<file path="src/rtl/hist_ckpt_pkg.sv">
// Shared defaults and pointer/tag types for the history checkpoint controller.
package hist_ckpt_pkg;

    localparam int HIST_W_DEF = 32;
    localparam int DEPTH_DEF  = 8;
    localparam int TAG_W      = $clog2(DEPTH_DEF);

    // Checkpoint index, and queue pointer carrying one extra wrap bit.
    typedef logic [TAG_W-1:0] tag_t;
    typedef logic [TAG_W:0]   ptr_t;

endpackage

</file>
<file path="src/rtl/hist_ckpt_ram.sv">
// Checkpoint storage: one synchronous write port, one asynchronous read port.
// Contents are deliberately not reset; only live entries are ever read back.
module hist_ckpt_ram #(
    parameter int W     = 32,
    parameter int DEPTH = 8
) (
    input  logic                     clk,
    input  logic                     we,
    input  logic [$clog2(DEPTH)-1:0] waddr,
    input  logic [W-1:0]             wdata,
    input  logic [$clog2(DEPTH)-1:0] raddr,
    output logic [W-1:0]             rdata
);

    logic [W-1:0] mem [DEPTH];

    // Capture the pre-update history of each accepted prediction.
    always_ff @(posedge clk) begin
        if (we) mem[waddr] <= wdata;
    end

    assign rdata = mem[raddr];

endmodule

</file>
<file path="src/rtl/hist_ckpt_ctrl.sv">
// Speculative global-history tracker with per-branch checkpoints.
// Predictions shift the history and push a checkpoint; a mispredict on a
// live tag restores from that checkpoint and flushes all younger entries.
// Optional build macro HIST_CKPT_STATS_EN adds a saturating mispredict_count.
module hist_ckpt_ctrl
    import hist_ckpt_pkg::*;
#(
    parameter int HIST_W = HIST_W_DEF,
    parameter int DEPTH  = DEPTH_DEF
) (
    input  logic                     clk,
    input  logic                     areset,
    input  logic                     predict_valid,
    input  logic                     predict_taken,
    output logic                     predict_ready,
    output logic [$clog2(DEPTH)-1:0] predict_tag,
    input  logic                     retire_valid,
    input  logic                     train_mispredicted,
    input  logic                     train_taken,
    input  logic [$clog2(DEPTH)-1:0] train_tag,
    output logic [HIST_W-1:0]        predict_history,
    output logic [$clog2(DEPTH):0]   occupancy,
    output logic                     full,
    output logic                     empty
`ifdef HIST_CKPT_STATS_EN
    ,
    output logic [15:0]              mispredict_count
`endif
);

    localparam int            IW      = $clog2(DEPTH);
    localparam logic [IW:0]   PTR_ONE = (IW+1)'(1);
    localparam logic [IW:0]   DEPTH_P = (IW+1)'(DEPTH);

    logic [IW:0]       head_q, tail_q, occ, tag_pos;
    logic [IW-1:0]     rel;
    logic [HIST_W-1:0] hist_q, ckpt_rd;
    logic              accept, retire, live, restore;

    assign occ             = tail_q - head_q;
    assign occupancy       = occ;
    assign full            = (occ == DEPTH_P);
    assign empty           = (occ == '0);
    assign predict_history = hist_q;

    // Mispredict owns the cycle, so a same-cycle predict is refused.
    assign predict_ready = !full && !train_mispredicted;
    assign predict_tag   = tail_q[IW-1:0];
    assign accept        = predict_valid && predict_ready;
    assign retire        = retire_valid && !empty;

    // A tag is live when its distance from head lies inside the occupied window.
    assign rel     = train_tag - head_q[IW-1:0];
    assign live    = ({1'b0, rel} < occ);
    assign restore = train_mispredicted && live;
    assign tag_pos = head_q + {1'b0, rel};

    hist_ckpt_ram #(
        .W     (HIST_W),
        .DEPTH (DEPTH)
    ) u_ram (
        .clk   (clk),
        .we    (accept),
        .waddr (tail_q[IW-1:0]),
        .wdata (hist_q),
        .raddr (train_tag),
        .rdata (ckpt_rd)
    );

    // Pointer and history update; retire composes with either restore or predict.
    always_ff @(posedge clk or posedge areset) begin
        if (areset) begin
            hist_q <= '0;
            head_q <= '0;
            tail_q <= '0;
        end else begin
            if (retire) head_q <= head_q + PTR_ONE;
            if (restore) begin
                hist_q <= {ckpt_rd[HIST_W-2:0], train_taken};
                tail_q <= tag_pos + PTR_ONE;
            end else if (accept) begin
                hist_q <= {hist_q[HIST_W-2:0], predict_taken};
                tail_q <= tail_q + PTR_ONE;
            end
        end
    end

`ifdef HIST_CKPT_STATS_EN
    // Count applied restores, saturating at all-ones.
    always_ff @(posedge clk or posedge areset) begin
        if (areset)
            mispredict_count <= '0;
        else if (restore && (mispredict_count != 16'hFFFF))
            mispredict_count <= mispredict_count + 16'd1;
    end
`endif

endmodule

</file>
<file path="config.mk">
export PLATFORM = sky130hd
export DESIGN_NAME = hist_ckpt_ctrl
export DESIGN_NICKNAME = d
export VERILOG_FILES = /design/src/rtl/hist_ckpt_pkg.sv /design/src/rtl/hist_ckpt_ram.sv /design/src/rtl/hist_ckpt_ctrl.sv
export SDC_FILE = /design/constraint.sdc
export NUM_CORES = 1
export LEC_CHECK = 0
export ABC_AREA = 0
export ABC_CLOCK_PERIOD_IN_PS = 9000
export BUFFER_PORTS_ARGS = -buffer_cell sky130_fd_sc_hd__buf_4
export CAP_MARGIN = 10
export CORE_ASPECT_RATIO = 1.1
export CORE_MARGIN = 1
export CORE_UTILIZATION = 61
export DETAILED_ROUTE_END_ITERATION = 16
export PLACE_DENSITY_LB_ADDON = 0.12
export SYNTH_ARGS = -nofsm -noshare
export SYNTH_HDL_FRONTEND = slang
export SYNTH_SLANG_ARGS = --single-unit
</file>
<file path="constraint.sdc">
create_clock -name clk -period 9 [get_ports clk]
set_clock_uncertainty 0.2 [all_clocks]
set_input_delay 0.45 -clock clk [delete_from_list [all_inputs] [get_ports clk]]
set_output_delay 0.45 -clock clk [all_outputs]
set_load 0.02 [all_outputs]
</file>
==> flow_summary.ini <==
[routing]
vias_per_cell = 6.28
routedWlPerCell_um = 23.9
routed_wl_mm = 21.5
drtAntennaViolNets = 0
drc = 0
vias = 5631
drt_iter0_drc = 449
drt_first_pass_iters = 5

[setup_path]
path_class = reg2reg
crit_arrival_ns = 4.51
crit_top_cell = ha_1
max_stage_delay_ns = 0.86
worstPathCellList = inv_1 > ha_1 > fa_1 > xor2_2 > ha_1 > o21a_1 > a21oi_1 > o31ai_4 > buf_4 > nand3_1 > nor2_4
critical_path.slowest_cell = nor2_4
cp-start-kind = register
r2r-start = tail_q[0]
crit_path_end_kind = register
crit_required_ns = 8.94
crit_fanout = 44
crit_path_start = tail_q[0]

[layout]
layout_commonest_cell = edfxtp_1
fillCellCount = 1177
n_antenna_cell = 0
nets = 656
layout_common_cells = edfxtp_1 (248), buf_4 (65), mux4_2 (62)
syn2layout_area_growth_pct = 12.9
layout-drive-gt1-share_pct = 27.7

[synth]
async_flop_share_pct = 13.9
syn_area_per_cell_um2 = 20.2
yosysTopAreaCell = edfxtp_1
netlist.area_leader.share_pct = 64.6
synth_cell_types = 41
syn-instance-count = 570
synth-warning-count = 0
yosysSeqAreaShare_pct = 73.2
ys.flop_type = edfxtp_1
synth_area_um2 = 11500
synth_seq_cells = 288
syn_nets = 594
synth_edf_count = 248
yosys-top-cells-area = edfxtp_1 (65%), mux4_2 (12%), dfrtp_1 (8.7%)

[die]
dieArea_um2 = 19500
num_rows = 52
core-area_um2 = 18500
die-width_um = 133
initial_core_util_pct = 62.4
die_h_um = 146
ioPinCount = 52

[timing]
hold_viol_final = 0
drv_slew = 0
rsz0062_at_grt = false
setup_viol = 0
postLayoutSetupSlackWorst_ns = 4.42
min_period_ns = 4.58
fin_setup_tns_ns = 0
relSlewSlack_pct = 27.7
max_freq_ghz = 0.219
tightest_slew_ns = 1.08
period_share_pct = 50.8

[power]
p_total_mw = 4.48
power_density_nw_per_um2 = 344
p_leak_nw = 4.55
ir_worst_vdd_mv = 0.534

[placement]
io_buffers = 51
place_ws_ns = 4.03
dp_hpwl_mm = 11.3
finalWeightedCongestion = 0.799

[clock_network]
clk_pin_slew_worst_paths_ns = 0.06
cts_tree = done
ctsLongestPathBuffers = 3
clock_latency_ns = 0.53
cts_sinks = 288
cts_root_buf = clkbuf_16
htree_levels = 1
cts_buffers = 28

[global_route]
grt_pass1_wl_mm = 34.0
grt_overflow = 0
grt_usage_pct = 23.1
antenna_found_initial = 0
grt_pass1_vias = 6000
grt_max_degree = 64

[run]
maxCapViolations = 0

[outcome]
status = completed

[hold_path]
hold_path_class = in2async
-- worst max-delay path, delay by kind of cell (launching register included) --
family	cells	cell delay [ns]
AND/OR/NAND/NOR	2	1.15
adder cells (fa/ha/maj)	3	1.01
buffers and inverters	2	0.71
flip-flops	1	0.52
AO/OA/AOI/OAI	3	0.37
XOR/XNOR	1	0.19
-- final timing paths --
path / to / slack [ns] / depth (start not counted)
setup / recovery: u_ram.mem[6][3] / 4.42 / 11
hold / removal: predict_history[11] / 0.005 / 2
setup reg to reg: u_ram.mem[6][3] / 4.42 / 11
hold reg to reg: predict_history[31] / 0.32 / 1
max in group asynchronous: predict_history[17] / 7.92 / 2
min in group clk: head_q[3] / 0.04 / 3
-- timing repair --
item,CTS,global route
hold endpoints to repair,1,0
endpoints found under the setup margin,0,0
hold buffers,1,0
buffers inserted,0,0
resized for setup,0,0
-- stage by stage --
step,instances,instance area (um2),hold slack [ns],util [%]
2_1_floorplan,570,11500,0.273,-
3_3_place_gp,844,12100,0.308,65.7
3_5_place_dp,844,12100,0.306,65.7
4_1_cts,897,13000,0.0211,70.5
5_1_grt,897,13000,0.0305,70.5
6_report,897,13000,0.00473,70.5
-- state kept, by name, indices dropped and copies added (netlist names) --
name             cells
tail_q               4
head_q               4
predict_history     32
u_ram.mem          248
-- power breakdown --
part | internal, mW | switching (mW) | leakage (nW)
Sequential | 1.83 | 0.262 | 2.73
Clock | 0.635 | 0.458 | 0.426
Combinational | 0.536 | 0.756 | 1.39
Total | 3.00 | 1.48 | 4.55
-- synthesized netlist by cell type, drive strengths merged, types with 3 or more instances --
| cell | count |
|---|---|
| edfxtp | 248 |
| mux4 | 62 |
| dfrtp | 40 |
| nor2 | 39 |
| mux2i | 34 |
| a221o | 31 |
| buf | 19 |
| clkbuf | 15 |
| inv | 15 |
| ha | 11 |
| xnor2 | 8 |
| a21oi | 7 |
| nor3 | 7 |
| xor2 | 4 |
| fa | 3 |
| nand2 | 3 |
| nand3 | 3 |
| o211ai | 3 |
-- logic make-up after synthesis --
logic type               Yosys count  share of synthesized area (%)
adder cells (fa/ha/maj)           14                           1.71
XOR/XNOR                          12                          0.976
AND/OR/NAND/NOR                   60                           2.47
multiplexers                      97                           15.2
flip-flops                       288                           73.2
AO/OA/AOI/OAI                     50                           3.94
buffers and inverters             49                           2.51
-- layer usage --
layer / wire (um) / track usage [%] / up-vias
met1: 9340 / 33.8 / 2991
li1: - / - / 2449
met4: 363 / 6.48 / 0
met2: 10800 / 37.4 / 152
met3: 989 / 3.23 / 39
met5: 0 / 0 / -
-- layout make-up --
class,instances,area (um2),share of cell area [%]
inverter,15,56.3,0.432
clock inverter,5,27.5,0.211
clock buffer,47,843,6.47
multi-input combinational,233,2850,21.9
sequential,288,8450,64.9
timing repair buffer,66,498,3.82
tap,243,304,2.33
No activity file was read; power rests on OpenSTA's default activity.
